File: config.mk
export PLATFORM = sky130hd
export DESIGN_NAME = multicycle_controller
export DESIGN_NICKNAME = d
export VERILOG_FILES = /design/src/rtl/mc_ctrl_pkg.sv /design/src/rtl/imm_src_decode.sv /design/src/rtl/multicycle_controller.sv
export SDC_FILE = /design/constraint.sdc
export NUM_CORES = 1
export LEC_CHECK = 0
export BUFFER_PORTS_ARGS = -buffer_cell sky130_fd_sc_hd__buf_2
export CAP_MARGIN = 20
export CORE_MARGIN = 1
export CORE_UTILIZATION = 46
export DETAILED_ROUTE_END_ITERATION = 12
export PLACE_DENSITY = 0.79
export RECOVER_POWER = 50
export SYNTH_ARGS = -nofsm -noshare
export SYNTH_HDL_FRONTEND = slang
export SYNTH_SLANG_ARGS = --single-unit
File: constraint.sdc
create_clock -name clk -period 1.4 [get_ports clk]
set_clock_uncertainty 0.1 [all_clocks]
set_input_delay 0.07 -clock clk [delete_from_list [all_inputs] [get_ports clk]]
set_output_delay 0.07 -clock clk [all_outputs]
set_load 0.05 [all_outputs]
File: src/rtl/mc_ctrl_pkg.sv
`default_nettype none
// ----------------------------------------------------------------------------
// mc_ctrl_pkg - state, opcode and datapath-select encodings for the multi-cycle control FSM
// Revision: 1.0
// ----------------------------------------------------------------------------
package mc_ctrl_pkg;

  typedef enum logic [3:0] {
    S_RESET     = 4'd0,
    S_FETCH     = 4'd1,
    S_DECODE    = 4'd2,
    S_MEMADR    = 4'd3,
    S_MEMREAD   = 4'd4,
    S_MEMWB     = 4'd5,
    S_MEMWRITE  = 4'd6,
    S_EXECR     = 4'd7,
    S_EXECI     = 4'd8,
    S_ALUWB     = 4'd9,
    S_BRANCH    = 4'd10,
    S_JAL       = 4'd11,
    S_JALR      = 4'd12,
    S_JALR_LINK = 4'd13,
    S_LUI       = 4'd14,
    S_ILLEGAL   = 4'd15
  } state_t;

  localparam logic [6:0] OP_LOAD   = 7'b0000011;
  localparam logic [6:0] OP_STORE  = 7'b0100011;
  localparam logic [6:0] OP_R      = 7'b0110011;
  localparam logic [6:0] OP_IMM    = 7'b0010011;
  localparam logic [6:0] OP_BRANCH = 7'b1100011;
  localparam logic [6:0] OP_JAL    = 7'b1101111;
  localparam logic [6:0] OP_JALR   = 7'b1100111;
  localparam logic [6:0] OP_LUI    = 7'b0110111;
  localparam logic [6:0] OP_AUIPC  = 7'b0010111;

  localparam logic [2:0] IMM_NONE = 3'b000;
  localparam logic [2:0] IMM_I    = 3'b001;
  localparam logic [2:0] IMM_S    = 3'b010;
  localparam logic [2:0] IMM_B    = 3'b011;
  localparam logic [2:0] IMM_U    = 3'b100;
  localparam logic [2:0] IMM_J    = 3'b101;

  localparam logic [1:0] ALUOP_ADD   = 2'b00;
  localparam logic [1:0] ALUOP_SUB   = 2'b01;
  localparam logic [1:0] ALUOP_FUNCT = 2'b10;

  localparam logic [1:0] RES_ALUOUT    = 2'b00;
  localparam logic [1:0] RES_RDATA     = 2'b01;
  localparam logic [1:0] RES_ALURESULT = 2'b10;

  localparam logic [1:0] SRCA_PC    = 2'b00;
  localparam logic [1:0] SRCA_OLDPC = 2'b01;
  localparam logic [1:0] SRCA_RS1   = 2'b10;
  localparam logic [1:0] SRCA_ZERO  = 2'b11;

  localparam logic [1:0] SRCB_RS2  = 2'b00;
  localparam logic [1:0] SRCB_IMM  = 2'b01;
  localparam logic [1:0] SRCB_FOUR = 2'b10;

endpackage
`default_nettype wire

File: src/rtl/imm_src_decode.sv
`default_nettype none
// ----------------------------------------------------------------------------
// imm_src_decode - opcode to immediate-format select, shared with the single-cycle decoder
// Revision: 1.0
// ----------------------------------------------------------------------------
module imm_src_decode
  import mc_ctrl_pkg::*;
(
  input  logic [6:0] op,
  output logic [2:0] imm_src
);

  always_comb begin
    imm_src = IMM_NONE;
    case (op)
      OP_LOAD, OP_IMM, OP_JALR: imm_src = IMM_I;
      OP_STORE:                 imm_src = IMM_S;
      OP_BRANCH:                imm_src = IMM_B;
      OP_LUI, OP_AUIPC:         imm_src = IMM_U;
      OP_JAL:                   imm_src = IMM_J;
      default:                  imm_src = IMM_NONE;
    endcase
  end

endmodule
`default_nettype wire

File: src/rtl/multicycle_controller.sv
`default_nettype none
// ----------------------------------------------------------------------------
// multicycle_controller - Moore control FSM for the multi-cycle RV32I datapath
// Revision: 1.0
// ----------------------------------------------------------------------------
module multicycle_controller
  import mc_ctrl_pkg::*;
(
  input  logic       clk,
  input  logic       rst_n,
  input  logic [6:0] op,
  input  logic       branch_taken,
  input  logic       mem_ready,
  output logic       mem_req,
  output logic       AdrSrc,
  output logic       MemWrite,
  output logic       IRWrite,
  output logic       PCWrite,
  output logic       RegWrite,
  output logic [1:0] ALUSrcA,
  output logic [1:0] ALUSrcB,
  output logic [1:0] ALUOp,
  output logic [2:0] ImmSrc,
  output logic [1:0] ResultSrc,
  output logic       retire,
  output logic       illegal_instr
);

  state_t     r_state;
  state_t     w_state_next;
  logic [2:0] w_imm_src;

  imm_src_decode u_imm_src_decode (
    .op      (op),
    .imm_src (w_imm_src)
  );

  always_ff @(posedge clk or negedge rst_n) begin
    if (!rst_n) r_state <= S_RESET;
    else        r_state <= w_state_next;
  end

  always_comb begin
    w_state_next  = r_state;
    mem_req       = 1'b0;
    AdrSrc        = 1'b0;
    MemWrite      = 1'b0;
    IRWrite       = 1'b0;
    PCWrite       = 1'b0;
    RegWrite      = 1'b0;
    ALUSrcA       = SRCA_PC;
    ALUSrcB       = SRCB_RS2;
    ALUOp         = ALUOP_ADD;
    ImmSrc        = IMM_NONE;
    ResultSrc     = RES_ALUOUT;
    retire        = 1'b0;
    illegal_instr = 1'b0;

    // op is not yet loaded into IR before DECODE
    if (r_state != S_RESET && r_state != S_FETCH) ImmSrc = w_imm_src;

    case (r_state)
      S_RESET: w_state_next = S_FETCH;
      S_FETCH: begin
        mem_req   = 1'b1;
        ALUSrcB   = SRCB_FOUR;
        ResultSrc = RES_ALURESULT;
        IRWrite   = mem_ready;
        PCWrite   = mem_ready;
        if (mem_ready) w_state_next = S_DECODE;
      end
      S_DECODE: begin
        ALUSrcA = SRCA_OLDPC;
        ALUSrcB = SRCB_IMM;
        case (op)
          OP_LOAD, OP_STORE: w_state_next = S_MEMADR;
          OP_R:              w_state_next = S_EXECR;
          OP_IMM:            w_state_next = S_EXECI;
          OP_BRANCH:         w_state_next = S_BRANCH;
          OP_JAL:            w_state_next = S_JAL;
          OP_JALR:           w_state_next = S_JALR;
          OP_LUI:            w_state_next = S_LUI;
          OP_AUIPC:          w_state_next = S_ALUWB;
          default:           w_state_next = S_ILLEGAL;
        endcase
      end
      S_MEMADR: begin
        ALUSrcA      = SRCA_RS1;
        ALUSrcB      = SRCB_IMM;
        w_state_next = (op == OP_STORE) ? S_MEMWRITE : S_MEMREAD;
      end
      S_MEMREAD: begin
        mem_req = 1'b1;
        AdrSrc  = 1'b1;
        if (mem_ready) w_state_next = S_MEMWB;
      end
      S_MEMWB: begin
        ResultSrc    = RES_RDATA;
        RegWrite     = 1'b1;
        retire       = 1'b1;
        w_state_next = S_FETCH;
      end
      S_MEMWRITE: begin
        mem_req  = 1'b1;
        AdrSrc   = 1'b1;
        MemWrite = 1'b1;
        retire   = mem_ready;
        if (mem_ready) w_state_next = S_FETCH;
      end
      S_EXECR: begin
        ALUSrcA      = SRCA_RS1;
        ALUSrcB      = SRCB_RS2;
        ALUOp        = ALUOP_FUNCT;
        w_state_next = S_ALUWB;
      end
      S_EXECI: begin
        ALUSrcA      = SRCA_RS1;
        ALUSrcB      = SRCB_IMM;
        ALUOp        = ALUOP_FUNCT;
        w_state_next = S_ALUWB;
      end
      S_ALUWB: begin
        RegWrite     = 1'b1;
        retire       = 1'b1;
        w_state_next = S_FETCH;
      end
      S_BRANCH: begin
        ALUSrcA      = SRCA_RS1;
        ALUOp        = ALUOP_SUB;
        PCWrite      = branch_taken;
        retire       = 1'b1;
        w_state_next = S_FETCH;
      end
      S_JAL: begin
        ALUSrcA      = SRCA_OLDPC;
        ALUSrcB      = SRCB_FOUR;
        PCWrite      = 1'b1;
        w_state_next = S_ALUWB;
      end
      S_JALR: begin
        ALUSrcA      = SRCA_RS1;
        ALUSrcB      = SRCB_IMM;
        ResultSrc    = RES_ALURESULT;
        PCWrite      = 1'b1;
        w_state_next = S_JALR_LINK;
      end
      S_JALR_LINK: begin
        ALUSrcA      = SRCA_OLDPC;
        ALUSrcB      = SRCB_FOUR;
        w_state_next = S_ALUWB;
      end
      S_LUI: begin
        // zero + U-immediate lands the upper immediate in ALUOut for ALUWB
        ALUSrcA      = SRCA_ZERO;
        ALUSrcB      = SRCB_IMM;
        w_state_next = S_ALUWB;
      end
      S_ILLEGAL: illegal_instr = 1'b1;
      default:   w_state_next = S_RESET;
    endcase
  end

endmodule
`default_nettype wire

==> impl_results.md, run 1 <==
* Outcome: aborted with a tool error
* Failing step: clock tree synthesis
* Tool Error: [ERROR DPL-0038] Utilization greater than 100%, impossible to legalize
* Row count at 13
* Post-synth EDFFs at 0
* Max clock buf depth at 2
* Synth warn at 0
* I/O Pins at 30
* Gates resized, CTS repair at 65
* Initial core utilization at 0.512
* DP Cell Count at 164
* Setup bufs post-CTS at 7
* CTS buffer count at 3
* Synthesized flop and latch total at 4
* H-tree levels at 1
* Syn_area_per_cell at 6.57 sq um
* Post-synth ARST share at 1.00
* Register area share after synthesis at 0.147
* Die W at 40.5 um
* Die H at 40.5 um
* IO buf count at 29
* Hold-fix buffers at CTS at 1
* Cell count after synthesis at 104
* Placer congestion estimate at 0.878
* Root buffer cell: clkbuf_4
* Ys flop type: dfrtp_1
* Synth unique cells at 35
* Mapped Nets at 115
* Post-Syn Area at 683 sq um
* DPL Wire Length at 1730 um
* Clock Sink Count at 4
## through the flow
step	instance area, sq um	worst slack [ns]	utilization	hold WS (ns)
after floorplan	803	-0.174	-	-0.326
after global placement	1100	-0.110	0.824	-0.226
after detailed placement	1100	-0.142	0.824	-0.221
## cells in the mapped netlist (2+ instances only)
library cell	n	area, sq um
nand2_1	10	37.5
nor3_1	3	15.0
nand2b_1	10	62.6
a21oi_1	5	25.0
nor2b_1	5	31.3
nor2_1	14	52.6
o22ai_1	4	25.0
a21o_1	3	22.5
a31oi_1	3	18.8
o21ai_0	7	35.0
a32oi_1	2	17.5
buf_2	7	35.0
and3_1	2	12.5
o21a_1	2	15.0
nor4_1	3	18.8
dfrtp_1	4	100
o21ai_1	2	10.0
## cell families after synthesis
| logic type | count (synthesis) | share of synthesized area |
|---|---|---|
| buffers and inverters | 9 | 0.0788 |
| AND/OR/NAND/NOR | 55 | 0.429 |
| flip-flops | 4 | 0.147 |
| XOR/XNOR | 2 | 0.0256 |
| AO/OA/AOI/OAI | 33 | 0.306 |
| multiplexers | 1 | 0.0147 |
==> run 2, diff against run 1 <==
--- a/config.mk
+++ b/config.mk
@@ -7,10 +7,10 @@
 export LEC_CHECK = 0
 export BUFFER_PORTS_ARGS = -buffer_cell sky130_fd_sc_hd__buf_2
 export CAP_MARGIN = 20
-export CORE_MARGIN = 1
-export CORE_UTILIZATION = 46
+export CORE_AREA = 2 2 63 65
 export DETAILED_ROUTE_END_ITERATION = 12
-export PLACE_DENSITY = 0.79
+export DIE_AREA = 0 0 65 67
+export PLACE_DENSITY_LB_ADDON = 0.15
 export RECOVER_POWER = 50
 export SYNTH_ARGS = -nofsm -noshare
 export SYNTH_HDL_FRONTEND = slang
==> run 2 against run 1 <==
  * The flow now finishes, with violations (setup timing)
  * Synthesized area is the same
  * Synthesized cell count did not move
==> impl_results.md, run 2 <==
* Outcome: complete, but fails checks
* Failing checks: setup timing
* Leading cell type in the layout, fill and taps excluded: buf_6
* Die W at 65 um
* Root buffer cell: clkbuf_8
* Pre-CTS setup slack at -0.141 ns
* Achievable Freq at 606 MHz
* Routed Antenna Nets at 0
* Placer congestion estimate at 0.791
* H-tree levels at 1
* Crit path DAT at 1.48 ns
* Max reg flops at 4
* Synth Area in Adders at 0
* Gr ovfl total at 0
* Least-Margin Pin Slew at 0.333 ns
* Routed vias at 969
* WL final at 2530 um
* Vias per cell at 4.51
* Post-synthesis xor/xnor area fraction at 0.0256
* Count leader, synth: nor2_1
* Max cap viols at 0
* GR met2 Demand/Resource at 0.232
* Max VDD drop at 0.516 mV
* Cell count after synthesis at 104
* Mux share of post-synthesis cell area at 0.0147
* DR WL/cell at 11.8 um
* Unrepaired setup endpoints after global routing: yes
* Post-synth ARST share at 1.00
* N_diodes at 0
* GRT busiest layer: met2
* Setup violations, final at 22
* Die H at 67 um
* Max clock buf depth at 2
* Layout cells sized above 1 at 0.671
* Setup crit end kind: primary output
* R2R Path End: r_state[1]$_DFFE_PN0P_
* Hold Crit Class: in2async
* Reg2reg setup slack at -0.08 ns
* Ys flop type: dfrtp_1
* Final cell count without fillers at 215
* Vias in the first global route at 955
* Pre-Repair DR Iteration Count at 4
* Filler cell count at 344
* Synth warn at 0
* First-pass GRT wire length at 4220 um
* GR Util All Layers at 0.123
* Synth cell count leaders: 14 x nor2_1, 10 x nand2_1, 10 x nand2b_1
* Syn_area_per_cell at 6.57 sq um
* Synth top area share at 0.147
* CTS buffer count at 3
* Initial antenna violation count at 0
* R2r worst-path depth at 5
* Slew HR at 0.775
* CTS tree: done
* DP Cell Count at 195
* DPL Wire Length at 1910 um
* Post-synth EDFFs at 0
* Register area share after synthesis at 0.147
* Row count at 22
* Synthesized flop and latch total at 4
* Post-Syn Area at 683 sq um
* Yosys top cell by area: dfrtp_1
* Most frequent cells in the layout: 25 x buf_6, 24 x buf_4, 9 x buf_2
* Top cells by area, synth: dfrtp_1 15%, nand2b_1 9.2%, nor2_1 7.7%
* Placeable Area at 0.00361 sq mm
* Die area at 0.00436 sq mm
* Mapped Nets at 115
* Crit path kind: reg2out
* Clock Latency Late Sink at 0.22 ns
* Synth unique cells at 35
* Final slew viol count at 0
* Biggest regs: r_state x4
* Initial core utilization at 0.189
* Area growth syn-to-layout at 143%
* Nets at 179
* Largest net degree at the start of global routing at 13
* Final worst slack at -0.250 ns
* Worst-path maximum fanout at 8
* Hold_ws at 0.106 ns
* Clock transition at path regs at 0.03 ns
* Min cycle time layout at 1.65 ns
* Synth Area in Compound Gates at 0.306
* Main combinational cell family by area after synthesis: simple AND/OR/NAND/NOR gates
* Period utilization at 1.18
* Final hold vios at 0
* Required @ worst endpoint at 1.23 ns
* Met3 usage at 0.0169
* Worst reg2reg startpoint: r_state[2]$_DFFE_PN0P_
* Startpoint types: flip-flop
* Leak at 0.000708 uW
* IO buf count at 29
* Largest Register: r_state
* DR iter-0 viols at 17
* Clock Sink Count at 4
* GR Layer Usage met1 at 0.141
* I/O Pins at 30
* Drt drc at 0
* Synth Area in Simple Gates at 0.429
* Power Density at 2390 mW/mm^2
run 2: cell counts after synthesis:
Identical to the previous run, type by type.
run 2: area by class of cell:
cell class | count | area, sq um | area share
Multi-Input combinational cell | 91 | 790 | 0.476
Timing Repair Buffer | 68 | 661 | 0.398
Clock buffer | 4 | 45.0 | 0.0271
Sequential cell | 4 | 105 | 0.0633
Tap cell | 48 | 60.1 | 0.0362
run 2: where the power goes:
group | total (uW) | switching, uW | internal, uW
Sequential | 295 | 119 | 176
Combinational | 3420 | 1770 | 1650
Clock | 257 | 62.4 | 195
run 2: what timing repair did:
item                       in CTS  in global routing
pin swaps                      10                 14
setup endpoints to repair      23                 23
hold endpoints to repair        4                  0
setup buffers                   7                  8
hold buffers                    1                  0
gates resized for setup        71                 16
run 2: per-layer routing:
layer,wire (um),vias to the layer above
met5,0,-
met4,18,0
met3,89,2
met2,1370,26
met1,1050,435
li1,-,506
run 2: worst max path at each step:
stage,cells after the start,slack (ns),end,startpoint
CTS,6,-0.21,PCWrite,r_state[1]$_DFFE_PN0P_
global route,6,-0.29,ALUSrcA[0],r_state[1]$_DFFE_PN0P_
floorplan,4,-0.17,retire,r_state[3]$_DFFE_PN0P_
global placement,5,-0.12,r_state[1]$_DFFE_PN0P_,r_state[0]$_DFFE_PN0P_
finish,6,-0.25,ALUSrcA[0],r_state[1]$_DFFE_PN0P_
detailed placement,6,-0.14,PCWrite,r_state[3]$_DFFE_PN0P_
run 2: logic make-up (layout without fill, tap and decap cells):
logic type	count (synthesis)	count (layout)
flip-flops	4	4
AO/OA/AOI/OAI	33	33
buffers and inverters	9	72
XOR/XNOR	2	2
multiplexers	1	1
AND/OR/NAND/NOR	55	55
run 2: critical path: stages, from the launching register on:
cell,delay [ns]
dfrtp_2,0.46
buf_12,0.17
xor2_4,0.18
nand2_1,0.07
o21ai_2,0.05
a21o_1,0.19
buf_6,0.15
run 2: through the flow:
step	util	area (sq um)	power (uW)	setup TNS, ns
floorplan	-	803	1960	-0.581
global placement	0.319	1150	2650	-1.12
detailed placement	0.319	1150	2650	-1.17
CTS	0.420	1520	3650	-2.72
global route	0.460	1660	4200	-3.88
finish	0.460	1660	3970	-2.68
Note: power is estimated with default switching activity, not from simulation.
